--- src/rtl/lsu_pkg.sv ---
// Shared definitions for the load/store unit: funct3 encodings, FSM states,
// and the alignment / legality helpers used by the controller.
package lsu_pkg;

  localparam logic [2:0] F3_B  = 3'b000;
  localparam logic [2:0] F3_H  = 3'b001;
  localparam logic [2:0] F3_W  = 3'b010;
  localparam logic [2:0] F3_BU = 3'b100;
  localparam logic [2:0] F3_HU = 3'b101;

  typedef enum logic [1:0] {S_IDLE, S_ACCESS, S_BYTES, S_RESP} state_e;

  function automatic logic is_aligned(input logic [2:0] f3, input logic [1:0] a);
    case (f3[1:0])
      2'b10:   return a == 2'b00;
      2'b01:   return !a[0];
      default: return 1'b1;
    endcase
  endfunction

  function automatic logic is_legal(input logic we, input logic [2:0] f3);
    if (we) return f3 inside {F3_B, F3_H, F3_W};
    return f3 inside {F3_B, F3_H, F3_W, F3_BU, F3_HU};
  endfunction

endpackage

--- src/rtl/lsu_ctrl_if.sv ---
// CPU-side request/response interface and memory-port interface of the LSU.
// master is the initiator side of each link.
interface lsu_req_if #(parameter int ADDR_WIDTH = 32, parameter int DATA_WIDTH = 32);
  logic                  req_valid;
  logic                  req_ready;
  logic                  req_we;
  logic [2:0]            req_funct3;
  logic [ADDR_WIDTH-1:0] req_addr;
  logic [DATA_WIDTH-1:0] req_wdata;
  logic                  resp_valid;
  logic [DATA_WIDTH-1:0] resp_rdata;
  logic                  resp_err;

  modport master (output req_valid, req_we, req_funct3, req_addr, req_wdata,
                  input  req_ready, resp_valid, resp_rdata, resp_err);
  modport slave  (input  req_valid, req_we, req_funct3, req_addr, req_wdata,
                  output req_ready, resp_valid, resp_rdata, resp_err);
endinterface

interface lsu_mem_if #(parameter int ADDR_WIDTH = 32, parameter int DATA_WIDTH = 32);
  logic                  mem_wr_en;
  logic [2:0]            mem_funct3;
  logic [ADDR_WIDTH-1:0] mem_addr;
  logic [DATA_WIDTH-1:0] mem_wr_data;
  logic [DATA_WIDTH-1:0] mem_rd_data;

  modport master (output mem_wr_en, mem_funct3, mem_addr, mem_wr_data, input  mem_rd_data);
  modport slave  (input  mem_wr_en, mem_funct3, mem_addr, mem_wr_data, output mem_rd_data);
endinterface

--- src/rtl/lsu_ctrl_load_extend.sv ---
// Sign/zero extension of an assembled load value from its top byte (1, 2 or 4 bytes).
module load_extend (
  input  logic [31:0] data_i,
  input  logic [2:0]  nbytes_i,
  input  logic        unsigned_i,
  output logic [31:0] data_o
);
  always_comb begin
    data_o = data_i;
    case (nbytes_i)
      3'd1:    data_o = {{24{data_i[7]  & ~unsigned_i}}, data_i[7:0]};
      3'd2:    data_o = {{16{data_i[15] & ~unsigned_i}}, data_i[15:0]};
      default: data_o = data_i;
    endcase
  end
endmodule

--- src/rtl/lsu_ctrl.sv ---
// Load/store controller: one request at a time, aligned accesses go straight to
// memory, misaligned ones are split into byte accesses and reassembled.
module lsu_ctrl import lsu_pkg::*; #(
  parameter int DATA_WIDTH       = 32,
  parameter int ADDR_WIDTH       = 32,
  parameter bit ALLOW_MISALIGNED = 1'b1
) (
  input  logic      clk,
  input  logic      rst_n,
  lsu_req_if.slave  cpu_io,
  lsu_mem_if.master mem_io
);
  state_e                state_q, state_d;
  logic                  we_q, we_d, err_q, err_d, split_q, split_d;
  logic [2:0]            f3_q, f3_d;
  logic [ADDR_WIDTH-1:0] addr_q, addr_d;
  logic [DATA_WIDTH-1:0] wdata_q, wdata_d, buf_q, buf_d;
  logic [1:0]            cnt_q, cnt_d, cnt_nx, cnt_last;
  logic                  mem_we_q, mem_we_d;
  logic [2:0]            mem_f3_q, mem_f3_d;
  logic [ADDR_WIDTH-1:0] mem_addr_q, mem_addr_d;
  logic [DATA_WIDTH-1:0] mem_wdata_q, mem_wdata_d, ext;
  logic                  legal, aligned;
  logic [2:0]            nbytes;

  assign legal    = is_legal(cpu_io.req_we, cpu_io.req_funct3);
  assign aligned  = is_aligned(cpu_io.req_funct3, cpu_io.req_addr[1:0]);
  assign cnt_nx   = cnt_q + 2'd1;
  assign cnt_last = (f3_q[1:0] == 2'b10) ? 2'd3 : 2'd1;

  always_comb begin
    state_d = state_q;
    we_d = we_q; err_d = err_q; split_d = split_q; f3_d = f3_q;
    addr_d = addr_q; wdata_d = wdata_q; buf_d = buf_q; cnt_d = cnt_q;
    // memory port rests at a word read of address 0 whenever no access is in flight
    mem_we_d = 1'b0; mem_f3_d = F3_W; mem_addr_d = '0; mem_wdata_d = '0;
    case (state_q)
      S_IDLE: if (cpu_io.req_valid) begin
        we_d = cpu_io.req_we;     f3_d = cpu_io.req_funct3;
        addr_d = cpu_io.req_addr; wdata_d = cpu_io.req_wdata;
        buf_d = '0; cnt_d = '0; err_d = 1'b0; split_d = 1'b0;
        if (!legal || (!aligned && !ALLOW_MISALIGNED)) begin
          err_d   = 1'b1;
          state_d = S_RESP;
        end else if (aligned) begin
          state_d     = S_ACCESS;
          mem_we_d    = cpu_io.req_we;
          mem_f3_d    = cpu_io.req_funct3;
          mem_addr_d  = cpu_io.req_addr;
          mem_wdata_d = cpu_io.req_wdata;
        end else begin
          state_d     = S_BYTES;
          split_d     = 1'b1;
          mem_we_d    = cpu_io.req_we;
          mem_f3_d    = cpu_io.req_we ? F3_B : F3_BU;
          mem_addr_d  = cpu_io.req_addr;
          mem_wdata_d = DATA_WIDTH'(cpu_io.req_wdata[7:0]);
        end
      end
      S_ACCESS: begin
        if (!we_q) buf_d = mem_io.mem_rd_data;
        state_d = S_RESP;
      end
      S_BYTES: begin
        if (!we_q) buf_d[{cnt_q, 3'b000} +: 8] = mem_io.mem_rd_data[7:0];
        if (cnt_q == cnt_last) begin
          state_d = S_RESP;
        end else begin
          cnt_d       = cnt_nx;
          mem_we_d    = we_q;
          mem_f3_d    = mem_f3_q;
          mem_addr_d  = addr_q + ADDR_WIDTH'(cnt_nx);
          mem_wdata_d = DATA_WIDTH'(wdata_q[{cnt_nx, 3'b000} +: 8]);
        end
      end
      S_RESP:  state_d = S_IDLE;
      default: state_d = S_IDLE;
    endcase
  end

  always_ff @(posedge clk or negedge rst_n) begin
    if (!rst_n) begin
      state_q <= S_IDLE;
      we_q <= 1'b0; err_q <= 1'b0; split_q <= 1'b0; f3_q <= '0;
      addr_q <= '0; wdata_q <= '0; buf_q <= '0; cnt_q <= '0;
      mem_we_q <= 1'b0; mem_f3_q <= F3_W; mem_addr_q <= '0; mem_wdata_q <= '0;
    end else begin
      state_q <= state_d;
      we_q <= we_d; err_q <= err_d; split_q <= split_d; f3_q <= f3_d;
      addr_q <= addr_d; wdata_q <= wdata_d; buf_q <= buf_d; cnt_q <= cnt_d;
      mem_we_q <= mem_we_d; mem_f3_q <= mem_f3_d;
      mem_addr_q <= mem_addr_d; mem_wdata_q <= mem_wdata_d;
    end
  end

  // aligned loads arrive already extended by memory, so only split halfwords need work
  assign nbytes = (split_q && f3_q[1:0] == 2'b01) ? 3'd2 : 3'd4;

  load_extend u_ext (.data_i(buf_q), .nbytes_i(nbytes), .unsigned_i(f3_q[2]), .data_o(ext));

  assign cpu_io.req_ready  = (state_q == S_IDLE);
  assign cpu_io.resp_valid = (state_q == S_RESP);
  assign cpu_io.resp_err   = (state_q == S_RESP) && err_q;
  assign cpu_io.resp_rdata = ((state_q == S_RESP) && !we_q && !err_q) ? ext : '0;

  assign mem_io.mem_wr_en   = mem_we_q;
  assign mem_io.mem_funct3  = mem_f3_q;
  assign mem_io.mem_addr    = mem_addr_q;
  assign mem_io.mem_wr_data = mem_wdata_q;
endmodule

--- src/flat_wrapper.sv ---
// flat-port wrapper written by rule: the top's interface ports become plain ports
module lsu_ctrl_flat import lsu_pkg::*;
#(
  parameter int DATA_WIDTH       = 32,
  parameter int ADDR_WIDTH       = 32,
  parameter bit ALLOW_MISALIGNED = 1'b1
)
  (clk, rst_n, cpu_io_req_valid, cpu_io_req_we, cpu_io_req_funct3, cpu_io_req_addr, cpu_io_req_wdata, cpu_io_req_ready, cpu_io_resp_valid, cpu_io_resp_rdata, cpu_io_resp_err, mem_io_mem_wr_en, mem_io_mem_funct3, mem_io_mem_addr, mem_io_mem_wr_data, mem_io_mem_rd_data);
  lsu_req_if #(.ADDR_WIDTH(ADDR_WIDTH), .DATA_WIDTH(DATA_WIDTH)) cpu_io_i ();
  lsu_mem_if #(.ADDR_WIDTH(ADDR_WIDTH), .DATA_WIDTH(DATA_WIDTH)) mem_io_i ();
  input  logic clk;
  input  logic rst_n;
  input wire logic [$bits(cpu_io_i.req_valid)-1:0] cpu_io_req_valid;
  input wire logic [$bits(cpu_io_i.req_we)-1:0] cpu_io_req_we;
  input wire logic [$bits(cpu_io_i.req_funct3)-1:0] cpu_io_req_funct3;
  input wire logic [$bits(cpu_io_i.req_addr)-1:0] cpu_io_req_addr;
  input wire logic [$bits(cpu_io_i.req_wdata)-1:0] cpu_io_req_wdata;
  output wire logic [$bits(cpu_io_i.req_ready)-1:0] cpu_io_req_ready;
  output wire logic [$bits(cpu_io_i.resp_valid)-1:0] cpu_io_resp_valid;
  output wire logic [$bits(cpu_io_i.resp_rdata)-1:0] cpu_io_resp_rdata;
  output wire logic [$bits(cpu_io_i.resp_err)-1:0] cpu_io_resp_err;
  output wire logic [$bits(mem_io_i.mem_wr_en)-1:0] mem_io_mem_wr_en;
  output wire logic [$bits(mem_io_i.mem_funct3)-1:0] mem_io_mem_funct3;
  output wire logic [$bits(mem_io_i.mem_addr)-1:0] mem_io_mem_addr;
  output wire logic [$bits(mem_io_i.mem_wr_data)-1:0] mem_io_mem_wr_data;
  input wire logic [$bits(mem_io_i.mem_rd_data)-1:0] mem_io_mem_rd_data;
  assign cpu_io_i.req_valid = cpu_io_req_valid;
  assign cpu_io_i.req_we = cpu_io_req_we;
  assign cpu_io_i.req_funct3 = cpu_io_req_funct3;
  assign cpu_io_i.req_addr = cpu_io_req_addr;
  assign cpu_io_i.req_wdata = cpu_io_req_wdata;
  assign cpu_io_req_ready = cpu_io_i.req_ready;
  assign cpu_io_resp_valid = cpu_io_i.resp_valid;
  assign cpu_io_resp_rdata = cpu_io_i.resp_rdata;
  assign cpu_io_resp_err = cpu_io_i.resp_err;
  assign mem_io_mem_wr_en = mem_io_i.mem_wr_en;
  assign mem_io_mem_funct3 = mem_io_i.mem_funct3;
  assign mem_io_mem_addr = mem_io_i.mem_addr;
  assign mem_io_mem_wr_data = mem_io_i.mem_wr_data;
  assign mem_io_i.mem_rd_data = mem_io_mem_rd_data;
  lsu_ctrl #(.DATA_WIDTH(DATA_WIDTH), .ADDR_WIDTH(ADDR_WIDTH), .ALLOW_MISALIGNED(ALLOW_MISALIGNED)) u_core (.clk(clk), .rst_n(rst_n), .cpu_io(cpu_io_i), .mem_io(mem_io_i));
endmodule
--- config.mk ---
export PLATFORM = sky130hd
export DESIGN_NAME = lsu_ctrl_flat
export DESIGN_NICKNAME = d
export VERILOG_FILES = /design/src/rtl/lsu_pkg.sv /design/src/rtl/lsu_ctrl_if.sv /design/src/rtl/lsu_ctrl_load_extend.sv /design/src/rtl/lsu_ctrl.sv /design/src/flat_wrapper.sv
export SDC_FILE = /design/constraint.sdc
export NUM_CORES = 1
export LEC_CHECK = 0
export ABC_AREA = 1
export CAP_MARGIN = 30
export CORE_MARGIN = 2
export CORE_UTILIZATION = 37
export DETAILED_ROUTE_END_ITERATION = 12
export SYNTH_ARGS = -nofsm -noshare
export SYNTH_HDL_FRONTEND = slang
export SYNTH_SLANG_ARGS = --single-unit
--- constraint.sdc ---
create_clock -name clk -period 4.8 [get_ports clk]
set_clock_uncertainty 0.1 [all_clocks]
set_input_delay 1.44 -clock clk [delete_from_list [all_inputs] [get_ports clk]]
set_output_delay 1.44 -clock clk [all_outputs]
set_load 0.005 [all_outputs]
==> results of run 1 <==
[stage by stage]
step | cell area [um^2] | cells | hold WS (ns) | setup slack [ns]
6_report | 11600 | 1659 | 0.377 | 0.883
5_1_grt | 11600 | 1659 | 0.400 | 0.670
4_1_cts | 11600 | 1659 | 0.381 | 0.868
3_5_place_dp | 11000 | 1627 | 0.362 | 1.15
3_3_place_gp | 11000 | 1627 | 0.360 | 1.21
2_1_floorplan | 8730 | 1136 | 0.344 | 1.94
[flip-flops by register name, indices dropped and copies added, names as in the netlist, 3 cells and up]
signal                     flops
u_core.buf_q                  32
u_core.addr_q                 32
u_core.mem_io.mem_funct3       3
u_core.wdata_q                32
u_core.mem_io.mem_addr        32
u_core.mem_io.mem_wr_data     32
u_core.f3_q                    3
[synthesized netlist by cell type]
master / number / area [um^2]
a21oi_1: 39 / 195
a31oi_1: 8 / 50.1
buf_2: 26 / 130
buf_4: 7 / 52.6
buf_6: 1 / 11.3
clkbuf_1: 13 / 48.8
dfrtp_1: 173 / 4330
dfstp_2: 1 / 26.3
fa_1: 1 / 20.0
ha_1: 14 / 175
inv_1: 102 / 383
inv_2: 9 / 33.8
nand2_1: 377 / 1420
nand2_2: 4 / 25.0
nand3_1: 53 / 265
nand3_2: 3 / 30.0
nand3b_1: 2 / 15.0
nand4_1: 9 / 56.3
nor2_1: 108 / 405
nor2_2: 7 / 43.8
nor2_4: 4 / 45.0
nor3_1: 1 / 5.00
nor3_4: 1 / 16.3
o211ai_1: 3 / 22.5
o21ai_0: 119 / 596
o21ai_1: 20 / 100
o21ai_2: 8 / 70.1
o21bai_2: 1 / 11.3
o22ai_1: 16 / 100
o31ai_1: 1 / 7.51
or2_1: 1 / 6.26
xnor2_1: 1 / 8.76
xor2_1: 3 / 26.3
[metal layers]
metal  up-vias  wire [um]
met5         -          0
met3        25       1400
li1       4009          -
met4         0        367
met1      3760      12600
met2       214      11800
[logic make-up (layout without fill, tap and decap cells)]
logic type,Yosys count,count (layout),synth area share (%)
and+or+nand+nor,570,570,26.7
AOI/OAI and AO/OA,215,215,13.2
DFF,174,174,49.9
buffers and inverters,158,362,7.56
adders and majority gates,15,15,2.24
xor gates and xnor gates,4,4,0.402
[final timing paths]
kind                                    start                            end  slack (ns)
setup reg to reg              u_core.cnt_q[0]     u_core.mem_io.mem_addr[18]        1.28
min in group asynchronous               rst_n               u_core.buf_q[27]        0.90
setup / recovery            u_core.state_q[0]          cpu_io_resp_rdata[29]        0.88
hold reg to reg            u_core.wdata_q[20]             u_core.wdata_q[20]        0.38
hold / removal             u_core.wdata_q[20]             u_core.wdata_q[20]        0.38
max in group asynchronous               rst_n  u_core.mem_io.mem_wr_data[25]        2.81
[placed cells by master, fill, tap and decap left out, drive strengths merged]
cell type      Yosys  final
o31ai              1      1
clkdlybuf4s50      0    204
xnor2              1      1
dfstp              1      1
nand4              9      9
buf               34     15
clkbuf            13     18
ha                14     14
o211ai             3      3
clkinvlp           0      3
o21ai            147    147
clkinv             0      2
dfrtp            173    173
nand3             56     56
xor2               3      3
or2                1      1
fa                 1      1
nor3               2      2
inv              111    120
nand2            381    381
a21oi             39     39
nor2             119    119
o22ai             16     16
o21bai             1      1
a31oi              8      8
nand3b             2      2
[layout make-up]
cell class | instances | area (um^2)
fill | 2321 | 11700
sequential | 174 | 4360
multi-input combinational | 804 | 3710
timing repair buffer | 219 | 2160
clock buffer | 18 | 429
inverter | 111 | 418
tap | 319 | 399
clock inverter | 14 | 123
[report_power, final]
| group | internal, mW | switching, mW |
|---|---|---|
| clock network | 0.684 | 0.648 |
| registers | 1.99 | 0.317 |
| logic | 0.907 | 1.54 |
| total | 3.58 | 2.50 |
[worst register-to-register path, stage by stage, from the launching register on]
cell,delay [ns]
dfrtp_1,0.39
inv_2,0.42
ha_1,0.61
inv_2,0.32
fa_1,0.56
nor2_1,0.24
nand3_2,0.15
nor2_4,0.29
nand3_1,0.12
nand3_1,0.11
o21ai_1,0.08
==> flow_summary.yaml, run 1 <==
detailed_routing:
  drt_first_pass_iters: 5
  drtAntennaViolNets: 0
  post_drt_wl_per_cell_um: 15.8
  drc: 0
  first_iter_violations: 520
  totalWireLength_um: 26200
  drt-vias-per-instance: 4.83
  vias: 8008
worst_setup_path:
  critPathSlowestCell: "clkdlybuf4s50_1"
  crit_required_ns: 3.26
  path_buf_inv: 3
  path_cells: "ha_1, nand3_1, buf_4, o22ai_1, inv_2, a21oi_1, clkdlybuf4s50_1"
  crit_path_end_kind: "output pin"
  rr_worst_depth: 10
  critPathMaxStageDelay_ns: 0.51
  cp.depth: 7
  startpoint_type: "flip-flop"
  crit_type: "flip-flop to output pin"
  cp_max_fo: 16
  crit_family: "buffers and inverters"
  arrival_ns: 2.38
clocking:
  post_cts_buffers: 0
  cts_tree: "built"
  cts_buffers: 17
  clockBufferDepth: 2
  htree_levels: 4
  holdBufCountCts: 0
  clk_root_buffer_cell: "clkbuf_16"
  cts.sinks: 174
  cts_resized: 0
  worst_skew_pair.late_latency_ns: 0.44
  clk_pin_slew_ns: 0.08
logic_synthesis:
  syn_area_mm2: 0.00873
  avgSynthCellArea_um2: 7.68
  ys_warn_count: 0
  synth_cell_types: 33
  ys_ff_latch: 174
  synth_fp_nets: 1254
  syn_inst: 1136
  ys_seq_area_share_pct: 49.9
floorplanning:
  die_x_um: 158
  start_util_pct: 37.4
  die_h_um: 158
  boundaryPins: 206
  die_area_mm2: 0.0248
  core_mm2: 0.0233
  num_rows: 56
sta:
  setup_viol: 0
  hold_viol: 0
  finalCriticalPeriod_ns: 3.92
  finalMaxSlewViolations: 0
  timing.fmax_mhz: 255
  worst_slew_pin_slew_ns: 0.757
  slew_headroom_pct: 49.5
  rsz0062_at_grt: "false"
  min_period_over_period_pct: 81.6
  tns_ns: 0
global_route:
  grt_pass1_wl_um: 41800
  grt_use_met2_pct: 34.1
  use_met1_pct: 31.3
  antenna_found_initial: 0
  gr-total-overflow: 0
  globalRouteMet3Util_pct: 3.91
  globalRoute.busiestLayer: "met2"
  track_usage_pct: 21.7
  grt_start_max_net_pins: 73
  grt_pass1_vias: 7913
power_and_ir_drop:
  p_total_mw: 6.08
  max-vdd-ir-drop_mv: 0.241
  p_leak_nw: 5.17
  power.density_mw_per_mm2: 524
status:
  status: "completed"
layout:
  areaGrowthSynthToFinish_pct: 32.9
  drive_above_1_share_pct: 6.27
  antennaDiodeCount: 0
  fin_nets: 1445
  final_core_util_pct: 49.7
placement:
  routabilityCongestion: 0.873
  port_buffers: 205
  hpwlAfterDp_um: 18600
worst_hold_path:
  hold_path_class: "flip-flop to flip-flop"
  hold_depth: 2
run:
  drv_cap: 0
No activity file was read; power rests on OpenSTA's default activity.
==> inputs of run 2 (changes only) <==
- clock period: 4.8 -> 3.3 ns (I/O delays scaled with it)
==> flow_summary.yaml, run 2 (synthesized netlist as in run 1, its figures left out) <==
layout:
  final_common_cell: "nand2_1"
  areaGrowthSynthToFinish_pct: 35.3
  final_cell_mix: "nand2_1 (377), clkdlybuf4s50_1 (195), dfrtp_1 (173)"
  fin_nets: 1465
  antennaDiodeCount: 0
  drive_above_1_share_pct: 7.94
  design_area_mm2: 0.0118
worst_setup_path:
  crit_path_end_kind: "output pin"
  critPathMaxStageDelay_ns: 0.51
  critPathSlowestCell: "clkdlybuf4s50_1"
  path_cells: "nor3_4, inv_1, a21oi_1, clkdlybuf4s50_1"
  arrival_ns: 2.09
  crit_required_ns: 2.21
  startpoint_type: "flip-flop"
  cp_max_fo: 8
  crit_type: "flip-flop to output pin"
global_route:
  grt_pass1_vias: 7804
  antenna_found_initial: 0
  grt_start_max_net_pins: 66
  gr-total-overflow: 0
  grt_pass1_wl_um: 41800
  track_usage_pct: 21.9
power_and_ir_drop:
  power.density_mw_per_mm2: 770
  clkPwrFrac_pct: 22.5
  power.internal_mw: 5.38
  power_frac_seq_pct: 36.8
  switching_share_pct: 40.9
  power_frac_comb_pct: 40.6
  p_leak_nw: 5.35
  max-vdd-ir-drop_mv: 0.441
  switching_power_mw: 3.72
placement:
  hpwlAfterDp_um: 19200
  dpl-instance-area_mm2: 0.0111
  port_buffers: 205
  routabilityCongestion: 0.913
sta:
  whs_ns: 0.381
  worst_slew_pin_slew_ns: 0.726
  min_period_over_period_pct: 96.5
  finalMaxSlewViolations: 0
  hold_viol: 0
  finalCriticalPeriod_ns: 3.18
  slew_headroom_pct: 51.5
  setup_viol: 0
  timing.fmax_mhz: 314
floorplanning:
  core_mm2: 0.0233
  die_area_mm2: 0.0248
  num_rows: 56
  boundaryPins: 206
  die_h_um: 158
  start_util_pct: 37.4
  die_x_um: 158
clocking:
  clk_pin_slew_ns: 0.07
  worst_skew_pair.late_latency_ns: 0.44
  cts_buffers: 17
  clockBufferDepth: 2
  htree_levels: 4
  holdBufCountCts: 0
  cts.sinks: 174
  clk_root_buffer_cell: "clkbuf_16"
  cts_tree: "built"
detailed_routing:
  drc: 0
  drtAntennaViolNets: 0
  post_drt_wl_per_cell_um: 16.1
  vias: 8223
  drt_first_pass_iters: 5
  first_iter_violations: 578
  drt-vias-per-instance: 4.90
  totalWireLength_um: 27000
status:
  status: "completed"
worst_hold_path:
  hold_path_class: "flip-flop to flip-flop"
run:
  drv_cap: 0
## run 2: metrics by stage
| step | total power, mW | worst slack, ns | utilization, % | instances | TNS [ns] |
|---|---|---|---|---|---|
| floorplan | 5.59 | 0.503 | - | 1136 | 0 |
| detailed placement | 7.03 | 0.328 | 47.7 | 1636 | 0 |
| CTS | 9.15 | 0.00848 | 50.5 | 1677 | 0 |
| global placement | 6.99 | 0.389 | 47.7 | 1636 | 0 |
| finish | 9.10 | 0.116 | 50.6 | 1679 | 0 |
| global route | 9.78 | -0.00152 | 50.6 | 1679 | -0.00152 |
## run 2: worst paths after layout
kind	cells after the start	endpoint	from	slack, ns
setup / recovery	4	cpu_io_resp_rdata[26]	u_core.f3_q[1]	0.12
hold / removal	2	u_core.wdata_q[17]	u_core.wdata_q[17]	0.38
setup reg to reg	10	u_core.mem_io.mem_addr[26]	u_core.cnt_q[1]	0.72
hold reg to reg	2	u_core.wdata_q[17]	u_core.wdata_q[17]	0.38
max in group asynchronous	2	u_core.mem_io.mem_funct3[1]	rst_n	1.90
min in group asynchronous	1	u_core.buf_q[27]	rst_n	0.40
## run 2: worst max-delay path: cells and delay by family (launching register included)
| kind | cells | cell delay (ns) |
|---|---|---|
| flip-flops | 1 | 0.43 |
| buffers and inverters | 2 | 0.71 |
| AO/OA/AOI/OAI | 1 | 0.18 |
| AND/OR/NAND/NOR | 1 | 0.33 |
## run 2: power by group through the flow
stage	registers, mW	clock network [mW]	logic [mW]
final	3.35	2.05	3.70
after global routing	3.44	2.17	4.17
after CTS	3.35	2.09	3.71
after detailed placement	3.38	0	3.65
after global placement	3.38	0	3.62
after floorplan	3.28	0	2.31
## run 2: timing repair
action | 4_1_cts | 5_1_grt
pin swaps | 1 | 4
setup buffers | 8 | 2
resized for setup | 11 | 2
endpoints found under the setup margin | 16 | 9
cloned | 1 | 0
## run 2: routing by layer
| layer | global-route usage [%] | up-vias | wire length [um] |
|---|---|---|---|
| met5 | 0 | - | 0 |
| met4 | 6.10 | 0 | 454 |
| met3 | 4.68 | 37 | 1730 |
| met2 | 33.9 | 278 | 12200 |
| met1 | 31.2 | 3860 | 12500 |
| li1 | - | 4048 | - |
## run 2: area by class of cell
type / instances / area [um^2]
Fill cell: 2266 / 11500
Sequential cell: 174 / 4360
Multi-Input combinational cell: 804 / 3720
Timing Repair Buffer: 238 / 2320
Clock buffer: 17 / 425
Inverter: 111 / 418
Tap cell: 319 / 399
Clock inverter: 15 / 165
Timing Repair inverter: 1 / 7.51
